## src/rtl/game_timing_pkg.sv

```systemverilog
// Shared timing definitions for the game tick scheduler: FSM encoding and tick divider.
// Latency: n/a (types and constant functions only).
// Backpressure: n/a.
package game_timing_pkg;

  // Scheduler mode / step-button tracking states.
  typedef enum logic [1:0] {
    RUN       = 2'd0,
    STEP_IDLE = 2'd1,
    STEP_HELD = 2'd2
  } sched_state_t;

  // Clock cycles per free-run game tick (integer division).
  function automatic int tick_div(input int clk_hz, input int tick_hz);
    return clk_hz / tick_hz;
  endfunction

endpackage

```

## src/rtl/btn_debounce.sv

```systemverilog
// Two-flop synchronizer plus counter debounce for one raw pushbutton.
// Latency: 2 sync cycles + CYCLES stable cycles before o_level follows the button.
// Backpressure: none; o_rise is a one-cycle pulse on the accepted 0->1 change.
module btn_debounce #(
  parameter int CYCLES = 500_000
) (
  input  logic clk,
  input  logic rst,
  input  logic i_btn,
  output logic o_level,
  output logic o_rise
);

  localparam int CW = (CYCLES > 1) ? $clog2(CYCLES) : 1;
  localparam logic [CW-1:0] CNT_LAST = CW'(CYCLES - 1);

  logic          r_meta;
  logic          r_sync;
  logic          r_level;
  logic          r_rise;
  logic [CW-1:0] r_cnt;

  // Synchronize, then accept a new level only after CYCLES consecutive disagreeing samples.
  always_ff @(posedge clk) begin
    if (rst) begin
      r_meta  <= 1'b0;
      r_sync  <= 1'b0;
      r_level <= 1'b0;
      r_rise  <= 1'b0;
      r_cnt   <= '0;
    end else begin
      r_meta <= i_btn;
      r_sync <= r_meta;
      r_rise <= 1'b0;
      if (r_sync != r_level) begin
        if (r_cnt == CNT_LAST) begin
          r_level <= r_sync;
          r_rise  <= r_sync;
          r_cnt   <= '0;
        end else begin
          r_cnt <= r_cnt + 1'b1;
        end
      end else begin
        r_cnt <= '0;
      end
    end
  end

  assign o_level = r_level;
  assign o_rise  = r_rise;

endmodule

```

## src/rtl/game_tick_scheduler.sv

```systemverilog
// Game tick scheduler: free-run prescaler or debounced single-step, one pending tick, VGA pixel enable.
// Latency: tick issues the cycle after a due event; step_mode follows switch after 3 cycles.
// Backpressure: game_busy holds the single pending tick; extra due events are counted as overruns.
module game_tick_scheduler
  import game_timing_pkg::*;
#(
  parameter int CLK_HZ          = 50_000_000,
  parameter int TICK_HZ         = 60,
  parameter int DEBOUNCE_CYCLES = 500_000
) (
  input  logic        clk_50mhz,
  input  logic        rst,
  input  logic        switch,
  input  logic        step_btn,
  input  logic        game_busy,
  output logic        tick,
  output logic        pix_en,
  output logic        step_mode,
  output logic [15:0] frame_count,
  output logic [7:0]  overrun_count
);

  localparam int TICK_DIV = tick_div(CLK_HZ, TICK_HZ);
  localparam int PW       = (TICK_DIV > 1) ? $clog2(TICK_DIV) : 1;
  localparam logic [PW-1:0] PRE_LAST = PW'(TICK_DIV - 1);

  logic          r_sw_meta;
  logic          r_sw_sync;
  logic          r_step_mode;
  sched_state_t  r_state;
  logic [PW-1:0] r_pre;
  logic          r_pend;
  logic          r_tick;
  logic          r_pix;
  logic [15:0]   r_frame;
  logic [7:0]    r_overrun;

  logic w_btn_level;
  logic w_btn_rise;
  logic w_mode_chg;
  logic w_due;
  logic w_issue;

  btn_debounce #(
    .CYCLES (DEBOUNCE_CYCLES)
  ) u_step_db (
    .clk     (clk_50mhz),
    .rst     (rst),
    .i_btn   (step_btn),
    .o_level (w_btn_level),
    .o_rise  (w_btn_rise)
  );

  // Two-flop synchronizer for the mode switch.
  always_ff @(posedge clk_50mhz) begin
    if (rst) begin
      r_sw_meta <= 1'b0;
      r_sw_sync <= 1'b0;
    end else begin
      r_sw_meta <= switch;
      r_sw_sync <= r_sw_meta;
    end
  end

  // r_step_mode is the mode the FSM is currently in; a mismatch is a synced switch change.
  assign w_mode_chg = r_sw_sync ^ r_step_mode;

  // Due event: prescaler wrap in RUN, debounced press in STEP_IDLE; suppressed on a mode change.
  always_comb begin
    w_due = 1'b0;
    if (!w_mode_chg) begin
      case (r_state)
        RUN:       w_due = (r_pre == PRE_LAST);
        STEP_IDLE: w_due = w_btn_rise;
        default:   w_due = 1'b0;
      endcase
    end
  end

  // A mode change drops the pending tick, so it must not issue on that cycle either.
  assign w_issue = r_pend & ~game_busy & ~w_mode_chg;

  // Mode FSM with prescaler; any mode change restarts from a cleared prescaler.
  always_ff @(posedge clk_50mhz) begin
    if (rst) begin
      r_state     <= RUN;
      r_pre       <= '0;
      r_step_mode <= 1'b0;
    end else if (w_mode_chg) begin
      r_step_mode <= r_sw_sync;
      r_state     <= r_sw_sync ? STEP_IDLE : RUN;
      r_pre       <= '0;
    end else begin
      case (r_state)
        RUN: begin
          r_pre <= (r_pre == PRE_LAST) ? '0 : r_pre + 1'b1;
        end
        STEP_IDLE: begin
          if (w_btn_rise) r_state <= STEP_HELD;
        end
        STEP_HELD: begin
          if (!w_btn_level) r_state <= STEP_IDLE;
        end
        default: begin
          r_state <= RUN;
        end
      endcase
    end
  end

  // Single pending tick, issue, frame and overrun counters. A due event coinciding with an
  // issue re-arms pending; that is not an overrun since no tick is lost.
  always_ff @(posedge clk_50mhz) begin
    if (rst) begin
      r_pend    <= 1'b0;
      r_tick    <= 1'b0;
      r_frame   <= '0;
      r_overrun <= '0;
    end else begin
      r_tick <= w_issue;
      r_pend <= ~w_mode_chg & (w_due | (r_pend & ~w_issue));
      if (w_issue) r_frame <= r_frame + 16'd1;
      if (w_due && r_pend && !w_issue && r_overrun != 8'hFF) r_overrun <= r_overrun + 8'd1;
    end
  end

  // 25 MHz pixel enable: free-running toggle.
  always_ff @(posedge clk_50mhz) begin
    if (rst) r_pix <= 1'b0;
    else     r_pix <= ~r_pix;
  end

  assign tick          = r_tick;
  assign pix_en        = r_pix;
  assign step_mode     = r_step_mode;
  assign frame_count   = r_frame;
  assign overrun_count = r_overrun;

endmodule

```

## config.mk

```make
export PLATFORM = sky130hd
export DESIGN_NAME = game_tick_scheduler
export DESIGN_NICKNAME = d
export VERILOG_FILES = /design/src/rtl/game_timing_pkg.sv /design/src/rtl/btn_debounce.sv /design/src/rtl/game_tick_scheduler.sv
export SDC_FILE = /design/constraint.sdc
export NUM_CORES = 1
export LEC_CHECK = 0
export ABC_AREA = 1
export BUFFER_PORTS_ARGS = -buffer_cell sky130_fd_sc_hd__buf_2
export CAP_MARGIN = 15
export CORE_MARGIN = 2
export CORE_UTILIZATION = 45
export CTS_CLUSTER_DIAMETER = 120
export CTS_CLUSTER_SIZE = 10
export DETAILED_ROUTE_END_ITERATION = 10
export GPL_TIMING_DRIVEN = 1
export PLACE_DENSITY_LB_ADDON = 0.15
export SYNTH_ARGS = -nofsm -noshare
export SYNTH_HDL_FRONTEND = slang
export SYNTH_SLANG_ARGS = --single-unit
```

## constraint.sdc

```tcl
create_clock -name clk_50mhz -period 1.93 [get_ports clk_50mhz]
set_input_delay 0.386 -clock clk_50mhz [delete_from_list [all_inputs] [get_ports clk_50mhz]]
set_output_delay 0.386 -clock clk_50mhz [all_outputs]
set_load 0.005 [all_outputs]
```

Word level (Yosys, flattened, before mapping). Index checks and enable logic that the tools add are counted.

Bits of input ports: 5. Output and inout bits: 27. Register bits: 75.

Equal/unequal tests: 9. Bitwise operators: 12. Multiplexer cells: 8. Reductions and logical operators: 10. Add/subtract/negate cells: 4.

Operator list (number): $add 20x1->20 const B (1); $eq 20x20->1 const B (1); $mux 20 (1); $add 19x1->19 const B (1); $eq 19x19->1 const B (1); $add 16x1->16 const B (1); $add 8x1->8 const B (1); $ne 8x8->1 const B (1); $mux 2 (3); $not 1->1 (6); $pmux 2 s3 (1); $reduce_or 3->1 (2); $and 1x1->1 (4); $logic_and 1x1->1 (3); $ne 3x2->1 const B (1); $ne 3x3->1 const B (1); $reduce_and 3->1 (1); $eq 2x1->1 const B (1); $eq 2x2->1 const B (1); $logic_not 2->1 (1); $mux 1 (2); $ne 2x2->1 const B (1); $pmux 1 s2 (1); $reduce_and 2->1 (1); other kinds (5) (5).

Longest topological paths before layout. Gate-level depths: netlist (run 1).

Depth after elaboration: 7. Depth in mapped cells: 10. Depth with buffers taken out: 10.

Hierarchy. Synthesis (run 1) repeated with hierarchy kept, for this count alone.

Cells, all modules: 561. Area, all modules: 3824.9 sq um.

Modules (own cells, without submodules): game_tick_scheduler (area an instance 2650.0 sq um, cells each 383, times used 1, sequential area each 1041.0 sq um); btn_debounce (area an instance 1174.9 sq um, cells each 178, times used 1, sequential area each 460.4 sq um).

Least setup slack after synthesis (run 1). Ideal clock, no wire load.

Kind: reg2reg. Start point: register u_step_db.r_cnt[0]. End point: register u_step_db.r_cnt[16]. Period minus slack after synthesis: 1.455 ns. Arrival: 1.346 ns. Stages on the path, launching flop included: 11. Setup time: 0.109 ns. Slack: 0.475 ns. Path buffers: 0. Data required time: 1.821 ns. Cells stage by stage: dfxtp_1 > ha_1 > nand2_1 > nor2_4 > nand2_2 > nor3_2 > nand2_1 > o21ai_0 > nand2_1 > nand2_1 > inv_1.

Longest elaborated chain between the ends: 2. Elaborated cells on any way between the ends: 3. Classes of those cells: add/sub (1); eq/ne (1); reduce/logical (1).

RTL lines: from (decl) (line btn_debounce.sv:21) `logic [CW-1:0] r_cnt;`; from (signal assigned) (line btn_debounce.sv:41) `r_cnt <= r_cnt + 1'b1;`; parallel branches: the longest is 2 deep, another holds $add 19x1->19.

Several ways; the timed one is not identified. A chain may end at the register's enable or synchronous reset.

Final worst setup path (run 1).
Start point: register r_pre[0]. End point: register r_pre[7].

Longest elaborated chain between the ends: 2. Elaborated cells on any way between the ends: 3. Classes of those cells: add/sub (1); eq/ne (1); mux (1).

RTL lines: from (decl) (line game_tick_scheduler.sv:31) `logic [PW-1:0] r_pre;`; from (signal assigned) (line game_tick_scheduler.sv:96) `r_pre <= (r_pre == PRE_LAST) ? '0 : r_pre + 1'b1;`; $add 20x1->20 / $eq 20x20->1 (equally long branches) (line game_tick_scheduler.sv:96); $mux 20 (*) (line game_tick_scheduler.sv:96).

Mark *: on every way between the ends. The rest lies on a longest branch, timed or not.

==> summary.txt, run 1 <==
Power and ir drop
  – Logic pwr share: 3.6%
  – Reg power frac: 49.1%
  – Sw Share: 22.0%
  – Maximum VDD drop: 0.341 mV
  – Clock share of power: 47.3%
  – Psw: 0.706 mW
  – Int Power: 2.50 mW
  – Leak pwr: 1.73 nW
  – Power Dens Cells: 731 nW/um2

Place
  – Pre-CTS setup slack: 177 ps
  – GPL Wtd Cong: 0.826
  – Placed Area: 4130 um2
  – I/O Buffers: 31
  – Dpl cells: 705
  – Hpwl dp: 5960 um

Critical path
  – Largest stage delay on the critical path: 360 ps
  – CP Capture Type: register
  – R2R Path End: r_pre[7]
  – Worst r2r src: r_pre[0]
  – Cell Chain, Critical Path: inv_1 > ha_1 > nand3_1 > nor2_1 > nand3_1 > nand2_1 > inv_1 > o21ai_0 > a21oi_1
  – Slowest library cell on the worst path: dfxtp_1
  – Reg2Reg Setup Slack: 250 ps
  – Crit start category: register
  – Reg2Reg Depth: 9
  – Worst EP required: 2210 ps
  – Critical path class: reg2reg
  – Critical Path AT: 1950 ps
  – CP Max Fanout: 7

Logic synthesis
  – Yosys warns: 0
  – Synth Cell Area: 3800 um2
  – Post-synthesis cell type count: 33
  – Post-synthesis register bit count: 75
  – Avg Inst Size Synth: 6.71 um2
  – Syn nets: 577
  – Sequential area share after synthesis: 39.5%
  – Synth Instances: 567

Global routing
  – Initial antenna violation count: 0
  – Tot GR Track Use: 18.8%
  – Number of global-route vias before repair: 3,196
  – Overflow after GRT: 0
  – Largest net degree at the start of global routing: 16
  – First-pass GRT wire length: 13,700 um

STA
  – Fin. max-slew vios: 0
  – Setup TNS: 0 ps
  – # setup viols final: 0
  – F_max: 597 MHz
  – Setup slack after layout: 255 ps
  – Clock skew: 13.1 ps
  – Slew HR: 71.5%
  – RSZ-0062 raised after global routing: no
  – Period utilization: 86.8%
  – Hold Violations, Final: 0
  – Worst slew pin tran: 428 ps
  – Tmin final: 1680 ps

Clock network
  – Clk_lat worst skew: 360 ps
  – Root Buffer: clkbuf_8
  – Clock Tree Buf Depth: 2
  – Clock sinks: 75
  – Hold Buf Count CTS: 0
  – CTS tree: built
  – TritonCTS buffer count: 9
  – H-tree Lvls: 3
  – Number of setup buffers added after CTS: 0
  – Post-CTS sizing: 0
  – Clock transition at the registers of the reported paths: 80 ps

Cells and area
  – Post-route cell area: 4380 um2
  – Share of layout cells above drive strength 1: 12.0%
  – Antenna diode count: 0
  – Final #Nets: 621
  – Commonest non-fill, non-tap cell in the layout: nand2_1
  – Non-Filler Instances: 721
  – Area growth syn-to-layout: 15.3%
  – Commonest cells after routing, fill and taps aside: nand2_1, nor2_1, inv_1

Die
  – Die X: 95.9 um
  – Initial Util: 46.3%
  – Core area: 8220 um2
  – Die height: 95.9 um
  – Die Area: 9200 um2
  – # rows: 33
  – IO Pins: 32

Worst hold path
  – Worst hold path endpoint: r_sw_meta
  – Worst min path class: in2reg
  – WHS Path Cells: 3
  – HP Start: switch

Routing
  – DRT Pass-1 Iters: 4
  – Post-DR wirelength/cell: 11.1 um
  – Drt initial violations: 115
  – DRC: 0
  – WL final: 8000 um
  – Post-route ant nets: 0
  – Vias per cell: 4.93
  – Via count: 3,557

Job
  – Max-cap violation count: 0

Run status
  – Status: finished clean
## through the flow
step	hold WS (ps)	utilization (%)	power (mW)
2_1_floorplan	388	-	1.68
5_1_grt	210	53.4	3.32
6_report	228	53.4	3.20
3_3_place_gp	395	50.3	1.72
3_5_place_dp	403	50.3	1.72
4_1_cts	216	53.3	3.24
## area by class of cell
| cell class | instances | area (um2) |
|---|---|---|
| fill | 841 | 3830 |
| clock inverter | 6 | 111 |
| inverter | 82 | 308 |
| sequential | 75 | 1500 |
| multi-input combinational | 402 | 1960 |
| timing repair buffer | 41 | 230 |
| clock buffer | 10 | 138 |
| tap | 105 | 131 |
## power by group through the flow
| stage | sequential (mW) | combinational (mW) | clock (mW) |
|---|---|---|---|
| 6_report | 1.57 | 0.115 | 1.52 |
| 5_1_grt | 1.57 | 0.132 | 1.61 |
| 4_1_cts | 1.57 | 0.116 | 1.56 |
| 3_5_place_dp | 1.61 | 0.115 | 0 |
| 3_3_place_gp | 1.61 | 0.114 | 0 |
| 2_1_floorplan | 1.61 | 0.0748 | 0 |
## synth_stat cells
master,instances,area share (%)
nand2_1,129,13
nor2_1,85,8.4
inv_1,81,8.0
dfxtp_1,75,39
a21oi_1,41,5.4
nand3_1,32,4.2
nand4_1,27,4.4
nor3_1,20,2.6
o21ai_0,19,2.5
xor2_1,10,2.3
ha_1,5,1.6
nor2_2,5,0.82
xnor2_1,5,1.2
buf_2,4,0.53
clkbuf_1,3,0.30
nand3b_1,3,0.59
nor3_2,3,0.79
a211oi_1,2,0.39
nand2_2,2,0.33
nor2_4,2,0.59
or2_0,2,0.33
a21o_1,1,0.20
and2_1,1,0.16
and3_1,1,0.16
buf_1,1,0.099
inv_2,1,0.099
nand2_4,1,0.30
nand3_2,1,0.26
nand3_4,1,0.46
nor3b_1,1,0.20
nor4_1,1,0.16
o21a_1,1,0.20
o22ai_1,1,0.16
## cells by family (layout without fill, tap and decap cells)
kind of cell | Yosys count | in the layout | share of synthesized area (%)
compound gates | 65 | 65 | 8.85
simple gates | 317 | 317 | 37.6
buf+inv | 90 | 139 | 9.01
fa+ha+maj | 5 | 5 | 1.64
xor+xnor | 15 | 15 | 3.45
flops | 75 | 75 | 39.5
## flip-flops by register name, summed over array words and instances (netlist names)
signal             cells
r_pre                 20
u_step_db.r_cnt       19
frame_count           16
overrun_count          8
r_state                2
pix_en                 1
r_pend                 1
r_sw_meta              1
r_sw_sync              1
step_mode              1
tick                   1
u_step_db.o_level      1
u_step_db.o_rise       1
u_step_db.r_meta       1
u_step_db.r_sync       1
## critical path: cells and delay by family, from the launching register on
kind	cells	cell delay, ps
buf+inv	2	310
flops	1	360
fa+ha+maj	1	220
simple gates	4	450
compound gates	2	240
## worst max-delay path by stage
stage                                   from  cells after the start                  end  slack (ps)
after floorplan           u_step_db.r_cnt[0]                     10  u_step_db.r_cnt[16]         470
after global placement             game_busy                      9       frame_count[9]         200
after detailed placement           game_busy                      9       frame_count[9]         180
after CTS                           r_pre[0]                      9             r_pre[7]         240
after global routing      u_step_db.r_cnt[0]                     10  u_step_db.r_cnt[16]          70
final                               r_pre[0]                      9             r_pre[7]         250
## layer usage
layer | share of wire [%] | vias up | global-route usage, % | wire length (um)
met3 | 3.3 | 13 | 4.46 | 266
met2 | 44 | 48 | 30.0 | 3500
met1 | 51 | 1583 | 24.6 | 4080
li1 | - | 1913 | - | -
met4 | 2.0 | 0 | 7.26 | 156
met5 | 0 | - | 0 | 0
Power figures use the tool's default switching activity.
==> run 2: changes to the inputs <==
--- a/config.mk
+++ b/config.mk
@@ -5,7 +5,6 @@
 export SDC_FILE = /design/constraint.sdc
 export NUM_CORES = 1
 export LEC_CHECK = 0
-export ABC_AREA = 1
 export BUFFER_PORTS_ARGS = -buffer_cell sky130_fd_sc_hd__buf_2
 export CAP_MARGIN = 15
 export CORE_MARGIN = 2
@@ -14,6 +13,7 @@
 export CTS_CLUSTER_SIZE = 10
 export DETAILED_ROUTE_END_ITERATION = 10
 export GPL_TIMING_DRIVEN = 1
+export MAX_ROUTING_LAYER = met4
 export PLACE_DENSITY_LB_ADDON = 0.15
 export SYNTH_ARGS = -nofsm -noshare
 export SYNTH_HDL_FRONTEND = slang
==> run 2 against run 1 <==
  * First-iteration DRC count is 17% higher
  * Cell count down 27%
  * Worst setup slack lost 180 ps
  * Sequential power about the same
  * Design area down 10%
  * Die area shrank 14%
  * Non-clock buffer count increased by 12
  * Critical path type unchanged
  * Largest cell class unchanged
==> summary.txt, run 2 <==
Run status
  – Status: finished clean

Place
  – Hpwl dp: 4200 um (-30%)
  – GPL Wtd Cong: 0.763 (-7.6%)
  – I/O Buffers: 31 (unchanged)
  – Pre-CTS setup slack: -45.0 ps (-222 ps)

STA
  – Tmin final: 1860 ps (+180 ps)
  – Slew HR: 78.9% (+7.4 points)
  – Worst slew pin tran: 314 ps (-113 ps)
  – Fin. max-slew vios: 0 (unchanged)
  – Setup TNS: 0 ps (unchanged)
  – Setup slack after layout: 74.6 ps (-180 ps)
  – F_max: 539 MHz (-9.7%)
  – Hold WS: 282 ps (+53.8 ps)
  – Hold Violations, Final: 0 (unchanged)
  – Clock skew: 13.9 ps (+0.737 ps)
  – # setup viols final: 0 (unchanged)
  – Period utilization: 96.1% (+9.3 points)

Routing
  – Post-route ant nets: 0 (unchanged)
  – Drt initial violations: 134 (+17%)
  – DRC: 0 (unchanged)
  – Post-DR wirelength/cell: 11.8 um (+6.7%)
  – WL final: 6190 um (-23%)
  – Vias per cell: 4.91 (-0.39%)
  – DRT Pass-1 Iters: 4 (unchanged)
  – Via count: 2,570 (-28%)

Logic synthesis
  – Synth Instances: 365 (-36%)
  – Yosys warns: 0 (unchanged)
  – Sequential area share after synthesis: 46.0% (+6.6 points)
  – Largest area contributor in the netlist: dfxtp_1
  – Top cells by area, synth: dfxtp_1, xor2_1, nor2_1
  – Synth cell count leaders: dfxtp_1, nor2_1, xor2_1
  – Syn nets: 375 (-35%)
  – Share of the synthesized area in the top cell type: 46.0% (+6.6 points)
  – Async set or reset register ratio after synthesis: 0% (unchanged)
  – Post-synthesis cell type count: 42 (+27%)
  – Synth Cell Area: 3260 um2 (-14%)
  – Most common cell in the netlist: dfxtp_1
  – Avg Inst Size Synth: 8.94 um2 (+33%)
  – Synth Flop Type: dfxtp_1
  – EDFF count, synth: 0 (unchanged)
  – Post-synthesis register bit count: 75 (unchanged)

Clock network
  – Hold Buf Count CTS: 0 (unchanged)
  – Clock sinks: 75 (unchanged)
  – Clock transition at the registers of the reported paths: 80 ps (about the same)
  – CTS tree: built
  – Root Buffer: clkbuf_8
  – H-tree Lvls: 3 (unchanged)
  – Clk_lat worst skew: 330 ps (-30 ps)
  – Clock Tree Buf Depth: 2 (unchanged)
  – TritonCTS buffer count: 9 (unchanged)

Global routing
  – Number of global-route vias before repair: 2,260 (-29%)
  – Overflow after GRT: 0 (unchanged)
  – First-pass GRT wire length: 10,100 um (-26%)
  – Tot GR Track Use: 16.8% (-2.0 points)
  – Initial antenna violation count: 0 (unchanged)
  – Largest net degree at the start of global routing: 24 (+8)

Power and ir drop
  – Leak pwr: 1.47 nW (-15%)
  – Power Dens Cells: 754 nW/um2 (+3.2%)
  – Tot Pwr: 2.97 mW (-7.3%)
  – Maximum VDD drop: 0.550 mV (+61%)

Cells and area
  – Antenna diode count: 0 (unchanged)
  – Commonest non-fill, non-tap cell in the layout: nor2_1
  – Final #Nets: 430 (-31%)
  – Area growth syn-to-layout: 20.7%
  – Finished Core Util: 55.2% (+1.8 points)
  – Max reg flops: 20 (unchanged)
  – Commonest cells after routing, fill and taps aside: nor2_1, dfxtp_1, xor2_1
  – Biggest register: r_pre
  – Share of layout cells above drive strength 1: 21.5% (+9.4 points)

Critical path
  – Cell Chain, Critical Path: inv_2 > ha_4 > nor4bb_4 > and4_4 > o2111ai_4 > or4_4 > a21oi_2
  – Critical Path AT: 2130 ps (+180 ps)
  – CP Max Fanout: 5 (-2)
  – Largest stage delay on the critical path: 560 ps (+200 ps)
  – Critical path class: reg2reg
  – Worst EP required: 2210 ps (about the same)
  – CP Capture Type: register
  – Crit start category: register
  – Slowest library cell on the worst path: or4_4

Die
  – Die Area: 7950 um2 (-14%)
  – Initial Util: 45.7% (-0.59 points)
  – # rows: 31 (-6.1%)
  – Core area: 7140 um2 (-13%)
  – IO Pins: 32 (unchanged)
  – Die X: 89.1 um (-7.1%)
  – Die height: 89.1 um (-7.1%)

Worst hold path
  – Worst min path class: in2reg

Job
  – Max-cap violation count: 0 (unchanged)
run 2: changes by cell type in the layout (fill, tap and decap cells not counted), moves of 8 or more:
| cell | before | now |
|---|---|---|
| nand2_1 | 129 | 23 |
| inv_1 | 81 | 10 |
| a21oi_1 | 41 | 7 |
| xor2_1 | 10 | 32 |
| xnor2_1 | 5 | 22 |
| nand4_1 | 27 | 11 |
| nor2_1 | 85 | 72 |
| o21ai_0 | 19 | 6 |
| buf_4 | 10 | 21 |
| nor3_1 | 20 | 9 |
| nand3_1 | 31 | 23 |
run 2: report_power, final:
part	leakage [nW]	total, mW	internal (mW)	switching [mW]
logic	0.768	0.0995	0.0447	0.0548
clock network	0.0975	1.30	0.723	0.577
registers	0.607	1.57	1.56	0.00926
run 2: cell type report:
cell class	instances	area (um2)
Tap cell	99	124
Inverter	12	45.0
Multi-Input combinational cell	269	1720
Fill cell	690	3200
Clock buffer	9	124
Timing Repair Buffer	53	324
Sequential cell	75	1510
Clock inverter	6	91.3
run 2: per-stage QoR:
step | cell area [um2] | cells
2_1_floorplan | 3260 | 365
3_3_place_gp | 3630 | 506
3_5_place_dp | 3630 | 506
4_1_cts | 3880 | 523
5_1_grt | 3940 | 523
6_report | 3940 | 523
run 2: timing repair:
item,CTS,global route
endpoints found under the setup margin,4,9
pin swaps,3,8
gates resized for setup,3,16
buffers inserted,2,0
run 2: cell families after synthesis:
logic type	share of synthesized area (%)
adders and majority gates	2.22
DFF	46.0
buffers and inverters	3.26
xor gates and xnor gates	14.5
and+or+nand+nor	29.1
muxes	0.959
AOI/OAI and AO/OA	3.91
run 2: per-layer routing:
layer	track usage (%)	routed length (um)	up-vias
li1	-	-	1332
met2	25.3	2790	38
met1	21.9	3050	1193
met4	6.92	93	0
met5	-	0	-
met3	3.79	254	7
run 2: path summary, 6_finish.rpt:
| path | startpoint | end | slack [ps] | cells past startpoint |
|---|---|---|---|---|
| worst min register to register | pix_en | pix_en | 420 | 1 |
| worst max register to register | r_pre[1] | overrun_count[5] | 70 | 7 |
| worst min-delay path | step_btn | u_step_db.r_meta | 280 | 2 |
| worst max-delay path | r_pre[1] | overrun_count[5] | 70 | 7 |
run 2: worst max-delay path, delay by kind of cell (launching register included):
kind / cells / cell delay (ps)
AO/OA/AOI/OAI: 2 / 280
adder cells (fa/ha/maj): 1 / 120
AND/OR/NAND/NOR: 3 / 1000
buffers and inverters: 1 / 60
flip-flops: 1 / 330
